==> config.mk <==
export PLATFORM = sky130hd
export DESIGN_NAME = sample_player_flat
export DESIGN_NICKNAME = d
export VERILOG_FILES = /design/src/rtl/synth_pkg.sv /design/src/rtl/sample_player_if.sv /design/src/rtl/sample_phase_acc.sv /design/src/rtl/sample_player.sv /design/src/flat_wrapper.sv
export SDC_FILE = /design/constraint.sdc
export NUM_CORES = 1
export LEC_CHECK = 0
export BUFFER_PORTS_ARGS = -buffer_cell sky130_fd_sc_hd__buf_2
export CORE_ASPECT_RATIO = 0.7
export CORE_UTILIZATION = 60
export CTS_CLUSTER_DIAMETER = 60
export DETAILED_ROUTE_END_ITERATION = 7
export PLACE_DENSITY = 0.78
export SETUP_SLACK_MARGIN = 0.1
export SLEW_MARGIN = 5
export SYNTH_ARGS = -nofsm -noshare
export SYNTH_HDL_FRONTEND = slang
export SYNTH_SLANG_ARGS = --single-unit
export TNS_END_PERCENT = 1
==> constraint.sdc <==
create_clock -name clk -period 12.7 [get_ports clk]
set_clock_uncertainty 0.1 [all_clocks]
set_input_delay 2.54 -clock clk [delete_from_list [all_inputs] [get_ports clk]]
set_output_delay 2.54 -clock clk [all_outputs]
set_load 0.05 [all_outputs]
==> src/rtl/synth_pkg.sv <==
// Shared widths, types and state encodings for the trumpet sample player.
package synth_pkg;

  localparam int SAMPLE_W   = 24;
  localparam int ROM_ADDR_W = 17;
  localparam int FRAC_W     = 8;
  localparam int PHASE_W    = ROM_ADDR_W + FRAC_W;
  localparam int GAIN_W     = 8;

  typedef logic signed [SAMPLE_W-1:0] sample_t;
  typedef logic [PHASE_W-1:0]         phase_t;
  typedef logic [ROM_ADDR_W-1:0]      rom_addr_t;

  typedef enum logic [1:0] {
    IDLE,
    PLAY,
    RELEASE
  } play_state_e;

  typedef enum logic [1:0] {
    F_WAIT,
    F_ADDR,
    F_DATA
  } fetch_state_e;

endpackage

==> src/rtl/sample_player_if.sv <==
// Bundle of note control, ROM and audio-out signals around the sample player.
interface sample_player_if;
  import synth_pkg::*;

  logic               note_on;
  logic               note_off;
  phase_t             step;
  logic               loop_en;
  logic [GAIN_W-1:0]  gain;
  logic               sample_req;
  rom_addr_t          rom_addr;
  sample_t            rom_data;
  sample_t            sample_out;
  logic               sample_valid;
  logic               busy;
  logic               overrun;

  // The player itself
  modport slave (
    input  note_on, note_off, step, loop_en, gain, sample_req, rom_data,
    output rom_addr, sample_out, sample_valid, busy, overrun
  );

  // Whoever drives notes/requests and provides the ROM
  modport master (
    output note_on, note_off, step, loop_en, gain, sample_req, rom_data,
    input  rom_addr, sample_out, sample_valid, busy, overrun
  );

endinterface

==> src/rtl/sample_phase_acc.sv <==
// Fixed-point playback phase: accumulates the pitch step and wraps or ends
// when the integer part runs past the last ROM index.
module sample_phase_acc
  import synth_pkg::*;
#(
  parameter int LAST_ADDR  = 48000,
  parameter int LOOP_START = 24000
) (
  input  logic      clk,
  input  logic      reset_n,
  input  logic      clear,
  input  logic      advance,
  input  phase_t    step,
  input  logic      loop_en,
  output rom_addr_t int_addr,
  output logic      end_hit
);

  localparam logic [ROM_ADDR_W:0] LAST_A   = (ROM_ADDR_W+1)'(LAST_ADDR);
  localparam logic [ROM_ADDR_W:0] WRAP_OFS = (ROM_ADDR_W+1)'(LAST_ADDR + 1 - LOOP_START);

  phase_t                phase;
  logic [PHASE_W:0]      sum;
  logic [ROM_ADDR_W:0]   sum_int;
  logic                  past_end;
  rom_addr_t             wrap_int;

  // Next phase candidate, end detection and the loop-wrapped integer part
  always_comb begin
    sum      = {1'b0, phase} + {1'b0, step};
    sum_int  = sum[PHASE_W:FRAC_W];
    past_end = (sum_int > LAST_A);
    wrap_int = ROM_ADDR_W'(sum_int - WRAP_OFS);
    end_hit  = advance && past_end && !loop_en;
    int_addr = phase[PHASE_W-1:FRAC_W];
  end

  // Phase register: cleared on (re)trigger, stepped once per delivered sample
  always_ff @(posedge clk or negedge reset_n) begin
    if (!reset_n) begin
      phase <= '0;
    end else if (clear) begin
      phase <= '0;
    end else if (advance) begin
      if (past_end) begin
        if (loop_en) phase <= {wrap_int, sum[FRAC_W-1:0]};
        else         phase <= '0;
      end else begin
        phase <= sum[PHASE_W-1:0];
      end
    end
  end

endmodule

==> src/rtl/sample_player.sv <==
// Note-driven playback engine: fetches pitch-scaled ROM samples on request,
// applies the gain/release envelope and hands one sample per request out.
module sample_player
  import synth_pkg::*;
#(
  parameter int LAST_ADDR  = 48000,
  parameter int LOOP_START = 24000,
  parameter int REL_STEP   = 4
) (
  input  logic            clk,
  input  logic            reset_n,
  sample_player_if.slave  bus
);

  localparam logic [GAIN_W-1:0] REL = GAIN_W'(REL_STEP);

  play_state_e              play_state, play_next;
  fetch_state_e             fetch_state, fetch_next;
  logic [GAIN_W-1:0]        env;
  logic [GAIN_W-1:0]        fetch_env;
  logic                     fetch_silent;
  logic                     skip_adv;
  logic                     req_accept;
  logic                     sample_done;
  logic                     upd;
  logic                     advance;
  logic                     end_hit;
  rom_addr_t                int_addr;
  logic signed [SAMPLE_W+GAIN_W:0] product;
  sample_t                  scaled;

  // A retrigger during a fetch must not disturb the fresh phase/env, so the
  // per-sample update is skipped for that fetch.
  always_comb begin
    req_accept  = (fetch_state == F_WAIT) && bus.sample_req;
    sample_done = (fetch_state == F_DATA);
    upd         = sample_done && !bus.note_on && !skip_adv;
    advance     = upd && (play_state != IDLE);
    product     = (SAMPLE_W+GAIN_W+1)'(bus.rom_data) *
                  (SAMPLE_W+GAIN_W+1)'($signed({1'b0, fetch_env}));
    scaled      = sample_t'(product >>> FRAC_W);
  end

  assign bus.busy = (play_state != IDLE);

  sample_phase_acc #(
    .LAST_ADDR  (LAST_ADDR),
    .LOOP_START (LOOP_START)
  ) u_phase (
    .clk      (clk),
    .reset_n  (reset_n),
    .clear    (bus.note_on),
    .advance  (advance),
    .step     (bus.step),
    .loop_en  (bus.loop_en),
    .int_addr (int_addr),
    .end_hit  (end_hit)
  );

  // Play state register
  always_ff @(posedge clk or negedge reset_n) begin
    if (!reset_n) play_state <= IDLE;
    else          play_state <= play_next;
  end

  // Play transitions: note_on always wins, end of one-shot or empty envelope goes idle
  always_comb begin
    play_next = play_state;
    if (bus.note_on) begin
      play_next = PLAY;
    end else begin
      unique case (play_state)
        IDLE:    play_next = IDLE;
        PLAY: begin
          if (end_hit)           play_next = IDLE;
          else if (bus.note_off) play_next = RELEASE;
        end
        RELEASE: begin
          if (end_hit)                 play_next = IDLE;
          else if (upd && env <= REL)  play_next = IDLE;
        end
        default: play_next = IDLE;
      endcase
    end
  end

  // Envelope: loaded on note_on, decays by REL per sample while releasing
  always_ff @(posedge clk or negedge reset_n) begin
    if (!reset_n) begin
      env <= '0;
    end else if (bus.note_on) begin
      env <= bus.gain;
    end else if (end_hit) begin
      env <= '0;
    end else if (upd && play_state == RELEASE) begin
      env <= (env > REL) ? env - REL : '0;
    end
  end

  // Fetch state register
  always_ff @(posedge clk or negedge reset_n) begin
    if (!reset_n) fetch_state <= F_WAIT;
    else          fetch_state <= fetch_next;
  end

  // Fetch sequencing: address out, wait for registered ROM data, deliver
  always_comb begin
    fetch_next = fetch_state;
    unique case (fetch_state)
      F_WAIT:  if (bus.sample_req) fetch_next = F_ADDR;
      F_ADDR:  fetch_next = F_DATA;
      F_DATA:  fetch_next = F_WAIT;
      default: fetch_next = F_WAIT;
    endcase
  end

  // Fetch datapath: latch address and envelope at accept, scale and emit at delivery
  always_ff @(posedge clk or negedge reset_n) begin
    if (!reset_n) begin
      bus.rom_addr     <= '0;
      bus.sample_out   <= '0;
      bus.sample_valid <= 1'b0;
      bus.overrun      <= 1'b0;
      fetch_env        <= '0;
      fetch_silent     <= 1'b1;
      skip_adv         <= 1'b0;
    end else begin
      bus.sample_valid <= sample_done;
      if (req_accept) begin
        bus.rom_addr <= int_addr;
        fetch_env    <= env;
        fetch_silent <= (play_state == IDLE);
      end
      if (bus.sample_req && fetch_state != F_WAIT) begin
        bus.overrun <= 1'b1;
      end
      if (sample_done) begin
        bus.sample_out <= fetch_silent ? '0 : scaled;
      end
      if (sample_done) begin
        skip_adv <= 1'b0;
      end else if (bus.note_on && (req_accept || fetch_state == F_ADDR)) begin
        skip_adv <= 1'b1;
      end
    end
  end

endmodule
==> src/flat_wrapper.sv <==
// flat-port wrapper written by rule: the top's interface ports become plain ports
module sample_player_flat import synth_pkg::*;
#(
  parameter int LAST_ADDR  = 48000,
  parameter int LOOP_START = 24000,
  parameter int REL_STEP   = 4
)
  (clk, reset_n, bus_note_on, bus_note_off, bus_step, bus_loop_en, bus_gain, bus_sample_req, bus_rom_data, bus_rom_addr, bus_sample_out, bus_sample_valid, bus_busy, bus_overrun);
  sample_player_if bus_i ();
  input  logic clk;
  input  logic reset_n;
  input wire logic [$bits(bus_i.note_on)-1:0] bus_note_on;
  input wire logic [$bits(bus_i.note_off)-1:0] bus_note_off;
  input wire logic [$bits(bus_i.step)-1:0] bus_step;
  input wire logic [$bits(bus_i.loop_en)-1:0] bus_loop_en;
  input wire logic [$bits(bus_i.gain)-1:0] bus_gain;
  input wire logic [$bits(bus_i.sample_req)-1:0] bus_sample_req;
  input wire logic [$bits(bus_i.rom_data)-1:0] bus_rom_data;
  output wire logic [$bits(bus_i.rom_addr)-1:0] bus_rom_addr;
  output wire logic [$bits(bus_i.sample_out)-1:0] bus_sample_out;
  output wire logic [$bits(bus_i.sample_valid)-1:0] bus_sample_valid;
  output wire logic [$bits(bus_i.busy)-1:0] bus_busy;
  output wire logic [$bits(bus_i.overrun)-1:0] bus_overrun;
  assign bus_i.note_on = bus_note_on;
  assign bus_i.note_off = bus_note_off;
  assign bus_i.step = bus_step;
  assign bus_i.loop_en = bus_loop_en;
  assign bus_i.gain = bus_gain;
  assign bus_i.sample_req = bus_sample_req;
  assign bus_i.rom_data = bus_rom_data;
  assign bus_rom_addr = bus_i.rom_addr;
  assign bus_sample_out = bus_i.sample_out;
  assign bus_sample_valid = bus_i.sample_valid;
  assign bus_busy = bus_i.busy;
  assign bus_overrun = bus_i.overrun;
  sample_player #(.LAST_ADDR(LAST_ADDR), .LOOP_START(LOOP_START), .REL_STEP(REL_STEP)) u_core (.clk(clk), .reset_n(reset_n), .bus(bus_i));
endmodule
==> impl_metrics.json, run 1 <==
{
  "htreeDepth": 3,
  "tightest_slew_ps": 1130,
  "die_h_um": 118,
  "clk_pin_slew_ps": 70,
  "outcome": "completed",
  "grt_antenna_before_repair": 1,
  "rr_worst_depth": 20,
  "register_area_mm2": 0.00225,
  "diodes": 0,
  "syn_inst": 1268,
  "netlist-cell-type-count": 77,
  "period_minus_slack_ps": 7820,
  "vias_per_cell": 5.89,
  "grtUsageMet1_pct": 48.3,
  "grt_max_degree": 70,
  "hp-class": "reg2reg",
  "tns_ps": 0,
  "die_area_mm2": 0.0199,
  "layout.cells.most_common": "inv_1",
  "ctsHoldBuffers": 0,
  "dr.pass1.iters": 7,
  "ant_nets": 0,
  "final.period_utilization_pct": 61.6,
  "cts-resized-gates": 0,
  "gr-total-overflow": 0,
  "synth-seq-cells": 90,
  "grt-busiest-layer": "met1",
  "core_mm2": 0.0189,
  "ys.flop_type": "dfrtp_1",
  "cts_tree": "done",
  "maxSlewViolCount": 0,
  "vias": 9397,
  "synth-edff-count": 0,
  "async_flop_share_pct": 100,
  "drc": 0,
  "ys_seq_area_share_pct": 19.4,
  "final_nets": 1649,
  "cp_max_fo": 8,
  "synthToLayoutAreaGrowth_pct": 8.86,
  "place_congestion": 0.914,
  "worstPathRequired_ps": 12830,
  "clock_latency_ps": 350,
  "end_kind": "register",
  "drive_gt1_share_pct": 13.7,
  "hold_depth": 1,
  "num_rows": 42,
  "synth.avg_cell_area_um2": 9.14,
  "die_w_um": 168,
  "drtIter0Drc": 850,
  "clock.fmax_mhz": 128,
  "relSlewSlack_pct": 24.5,
  "hold_viol": 0,
  "yosys_warnings": 0,
  "drt-total-wl_um": 29100,
  "initial_utilization_pct": 61.3,
  "grtUsageMet3_pct": 6.33,
  "rsz0062_at_grt": "no",
  "cp.arrival_ps": 7950,
  "grt_usage_pct": 30.7,
  "drt-wirelength-per-cell_um": 18.2,
  "drv_cap": 0,
  "syn_area_mm2": 0.0116,
  "critical_path_class": "in2reg",
  "grt_pass1_wl_um": 48100,
  "grt_pass1_vias": 9387,
  "start_kind": "input pin",
  "multiInputGateArea_mm2": 0.00837,
  "cts_root_buffer": "clkbuf_16",
  "dpl.hpwl_um": 22700,
  "met2_usage_pct": 43.8,
  "cts_sinks": 90,
  "fill_cells": 1555,
  "portBuffers": 106,
  "numCtsBuffers": 9,
  "final_cell_mix": "inv_1, nand2_1, fa_1, buf_2, and2_1",
  "setup_viol": 0,
  "cts_setup_buffers": 0,
  "synth_nets": 1566,
  "clk_path_buf_depth": 2,
  "io_pins": 107
}
[state kept, by name (all words and copies together) (netlist names)]
name / flops
u_core.env: 8
u_core.fetch_env: 8
u_core.skip_adv: 1
u_core.fetch_state: 2
u_core.bus.sample_out: 24
u_core.u_phase.phase: 25
u_core.fetch_silent: 1
u_core.bus.rom_addr: 17
u_core.play_state: 2
u_core.bus.sample_valid: 1
u_core.bus.overrun: 1
[synth_stat cells, types with 4 or more instances]
cell	instances	area, um2
inv_1	208	781
fa_1	148	2960
clkbuf_1	35	131
and2_1	100	626
nand2b_1	8	50.1
a21oi_1	36	180
nor2_1	34	128
a31oi_1	7	43.8
mux2_2	25	282
nor4_1	7	43.8
o21ai_0	51	255
a22o_1	18	158
o21ai_1	4	20.0
buf_2	7	35.0
o41ai_1	4	35.0
or3_1	5	31.3
nand3_1	13	65.1
and3_1	11	68.8
a31o_2	4	35.0
o31ai_1	5	37.5
nor3_1	24	120
nor2b_1	10	62.6
a21o_1	15	113
o21a_1	9	67.6
xnor2_1	19	166
ha_1	87	1090
xor2_1	22	193
o211ai_1	10	75.1
a32oi_1	8	70.1
dfrtp_1	89	2230
nand2_1	160	601
mux2i_1	6	60.1
a32o_1	4	40.0
[worst paths after layout]
check	startpoint	endpoint	slack, ps
max	bus_rom_data[3]	u_core.bus.sample_out[22]	4880
min	u_core.bus.overrun	u_core.bus.overrun	370
max reg2reg	u_core.fetch_env[1]	u_core.bus.sample_out[22]	6120
min reg2reg	u_core.bus.overrun	u_core.bus.overrun	370
max in group asynchronous	reset_n	u_core.bus.sample_out[7]	9330
min in group asynchronous	reset_n	u_core.bus.rom_addr[0]	1980
[logic make-up (layout without fill, tap and decap cells)]
family	after synthesis	in the layout	share of synthesized area (%)
muxes	31	31	2.95
xor gates and xnor gates	44	44	3.52
AOI/OAI and AO/OA	218	218	13.6
adders and majority gates	235	235	35.0
DFF	90	90	19.4
and+or+nand+nor	397	397	17.2
buffers and inverters	253	339	8.37
[cell type report]
type / count / share of cell area [%]
sequential: 90 / 17.9
tap: 242 / 2.40
clock buffer: 10 / 1.89
clock inverter: 4 / 0.426
multi-input combinational: 925 / 66.4
timing repair buffer: 117 / 4.88
inverter: 208 / 6.19
[through the flow]
stage	cells	area, um2	setup slack, ps	hold slack [ps]	utilization (%)
after detailed placement	1582	12300	4550	347	65.2
final	1596	12600	4880	373	66.7
after global routing	1596	12600	4570	399	66.7
after global placement	1582	12300	4810	346	65.2
after floorplan	1268	11600	5380	362	-
after CTS	1596	12600	4920	377	66.7
[critical path, cell delays in order]
cell and delay (ps):
buf_2 150, nand2_1 100, fa_1 590, inv_1 60, fa_1 450, ha_1 290
inv_1 50, fa_1 540, inv_1 50, ha_1 260, nand4b_1 100, o41ai_1 420
a41oi_1 290, nor4_1 610, o211ai_1 320, a211oi_1 370, o31a_1 260, o21ai_0 130
nand2b_1 110, xor2_1 70, a22o_1 190
[routing by layer]
layer	share of wire (%)	vias to the layer above
li1	-	4335
met1	47	4601
met2	42	419
met3	9.3	40
met4	1.3	2
met5	0.034	-
Power of run 1 is left out: the tool's default activity adds up to more than one toggle a clock period on the data nets, which glitch-free logic cannot reach.
==> run 2, diff against run 1 <==
==> constraint.sdc (replaced) <==
create_clock -name clk -period 7.5 [get_ports clk]
set_clock_uncertainty 0.1 [all_clocks]
set_input_delay 1.5 -clock clk [delete_from_list [all_inputs] [get_ports clk]]
set_output_delay 1.5 -clock clk [all_outputs]
set_load 0.05 [all_outputs]
==> run 2 against run 1 <==
Against the previous run: routed wire length is 1.0% lower; cell count is 0.13% higher; first-iteration DRC count is 15% lower; critical path depth stayed put; global-route usage is 0.11 points lower; hold slack worse by 14 ps; worst setup slack worse by 4200 ps; flip-flop and latch count stayed put.
==> impl_metrics.json, run 2 (synthesis gave the netlist of run 1 again) <==
{
  "outcome": "completed",
  "maxSlewViolCount": 0,
  "grt_pass1_wl_um": 47700,
  "dr.pass1.iters": 5,
  "final_nets": 1650,
  "cp.arrival_ps": 6890,
  "portBuffers": 106,
  "clk_pin_slew_ps": 60,
  "clk_path_buf_depth": 2,
  "diodes": 0,
  "place_ws_ps": 448,
  "die_w_um": 168,
  "clock.fmax_mhz": 147,
  "crit_buf_inv": 4,
  "drt-wirelength-per-cell_um": 18.0,
  "final_cell_mix": "inv_1, nand2_1, fa_1, buf_2, and2_1",
  "layout.cells.most_common": "inv_1",
  "cts_setup_buffers": 0,
  "r2r_end": "u_core.bus.sample_out[23]",
  "worstReg2RegStart": "u_core.fetch_env[1]",
  "rr_worst_depth": 20,
  "final.period_utilization_pct": 90.7,
  "numCtsBuffers": 9,
  "largest_reg_flops": 25,
  "drv_cap": 0,
  "ant_nets": 0,
  "grt_usage_pct": 30.6,
  "crit_path_end": "u_core.bus.sample_out[23]",
  "hp-class": "reg2reg",
  "vias_per_cell": 5.85,
  "drc": 0,
  "num_rows": 42,
  "dpl.hpwl_um": 22500,
  "io_pins": 107,
  "startpoint": "bus_rom_data[3]",
  "hold_viol": 0,
  "cts-resized-gates": 0,
  "period_minus_slack_ps": 6800,
  "gr-total-overflow": 0,
  "fill_cells": 1522,
  "rsz0062_at_grt": "no",
  "grt_antenna_before_repair": 0,
  "path_cells": "buf_2 -> nand2_1 -> fa_1 -> inv_1 -> fa_1 -> ha_1 -> inv_1 -> fa_1 -> inv_1 -> ha_1 -> nand4b_1 -> o41ai_1 -> a41oi_1 -> nor4_1 -> o211ai_1 -> a211oi_1 -> o31a_1 -> nor3_1 -> o21bai_1 -> xnor2_1 -> o21ai_0",
  "cts_sinks": 90,
  "crit_slowest_cell": "nor4_1",
  "tns_ps": 0,
  "setup_viol": 0,
  "initial_utilization_pct": 61.3,
  "htreeDepth": 3,
  "reg_top3": "u_core.u_phase.phase: 25 flops, u_core.bus.sample_out: 24 flops, u_core.bus.rom_addr: 17 flops",
  "critical_path_class": "in2reg",
  "ctsHoldBuffers": 0,
  "drt-total-wl_um": 28800,
  "worstPathRequired_ps": 7580,
  "vias": 9351,
  "cts_root_buffer": "clkbuf_16",
  "tightest_slew_ps": 1100,
  "relSlewSlack_pct": 26.3,
  "cp_top_family": "adder cells",
  "place_congestion": 0.911,
  "cp_max_fo": 8,
  "grt_pass1_vias": 9237,
  "largest_register": "u_core.u_phase.phase",
  "die_h_um": 118,
  "cts_tree": "done",
  "start_kind": "input pin",
  "final_util_pct": 66.9,
  "clock_latency_ps": 340,
  "drtIter0Drc": 722,
  "synthToLayoutAreaGrowth_pct": 9.15,
  "core_mm2": 0.0189,
  "drive_gt1_share_pct": 13.7,
  "end_kind": "register",
  "cp_slowest_stage_delay_ps": 610,
  "cp.depth": 21,
  "fin_ws_ps": 698,
  "grt_max_degree": 70,
  "die_area_mm2": 0.0199,
  "rrSetupSlack_ps": 900
}
==> run 2: cell types whose count changed in the layout (fill, tap and decap cells not counted), sizes merged <==
cell,previous run,this run
buf,117,118
bufinv,1,2
clkbuf,10,11
clkinvlp,2,1
==> run 2: worst reg2reg max path: cells and delay by family (launching register included) <==
kind                     cells  cell delay (ps)
XOR/XNOR                     1              130
adder cells (fa/ha/maj)      5             2140
AO/OA/AOI/OAI                7             1940
flip-flops                   1             1050
buffers and inverters        3              160
AND/OR/NAND/NOR              4              960
==> run 2: final cells by class <==
cell class | instances | area [um2] | share of cell area (%)
Sequential cell | 90 | 2250 | 17.8
Clock inverter | 4 | 76.3 | 0.603
Clock buffer | 11 | 243 | 1.92
Multi-Input combinational cell | 925 | 8370 | 66.2
Tap cell | 242 | 303 | 2.39
Inverter | 208 | 781 | 6.17
Timing Repair Buffer | 118 | 623 | 4.92
==> run 2: per-layer routing <==
layer | part of all wire [%] | global-route usage [%] | up-vias
met1 | 47 | 47.6 | 4586
met5 | 0 | 0 | -
met3 | 9.8 | 8.17 | 26
met2 | 41 | 43.3 | 410
li1 | - | - | 4329
met4 | 1.3 | 5.00 | 0
==> run 2: worst min path at each step <==
stage          cells after the start                   from  slack [ps]                    end
6_report                           1     u_core.bus.overrun         360     u_core.bus.overrun
2_1_floorplan                      1  u_core.fetch_state[1]         360  u_core.fetch_state[1]
3_5_place_dp                       1     u_core.bus.overrun         350     u_core.bus.overrun
5_1_grt                            1     u_core.bus.overrun         400     u_core.bus.overrun
4_1_cts                            1     u_core.bus.overrun         370     u_core.bus.overrun
3_3_place_gp                       1     u_core.bus.overrun         350     u_core.bus.overrun
==> run 2: per-stage QoR <==
step                cells  area [um2]  hold WS, ps
detailed placement   1583       12300          347
global route         1598       12700          398
floorplan            1268       11600          362
global placement     1583       12300          346
finish               1598       12700          360
CTS                  1598       12700          369
Power of run 2 is left out for the same reason.
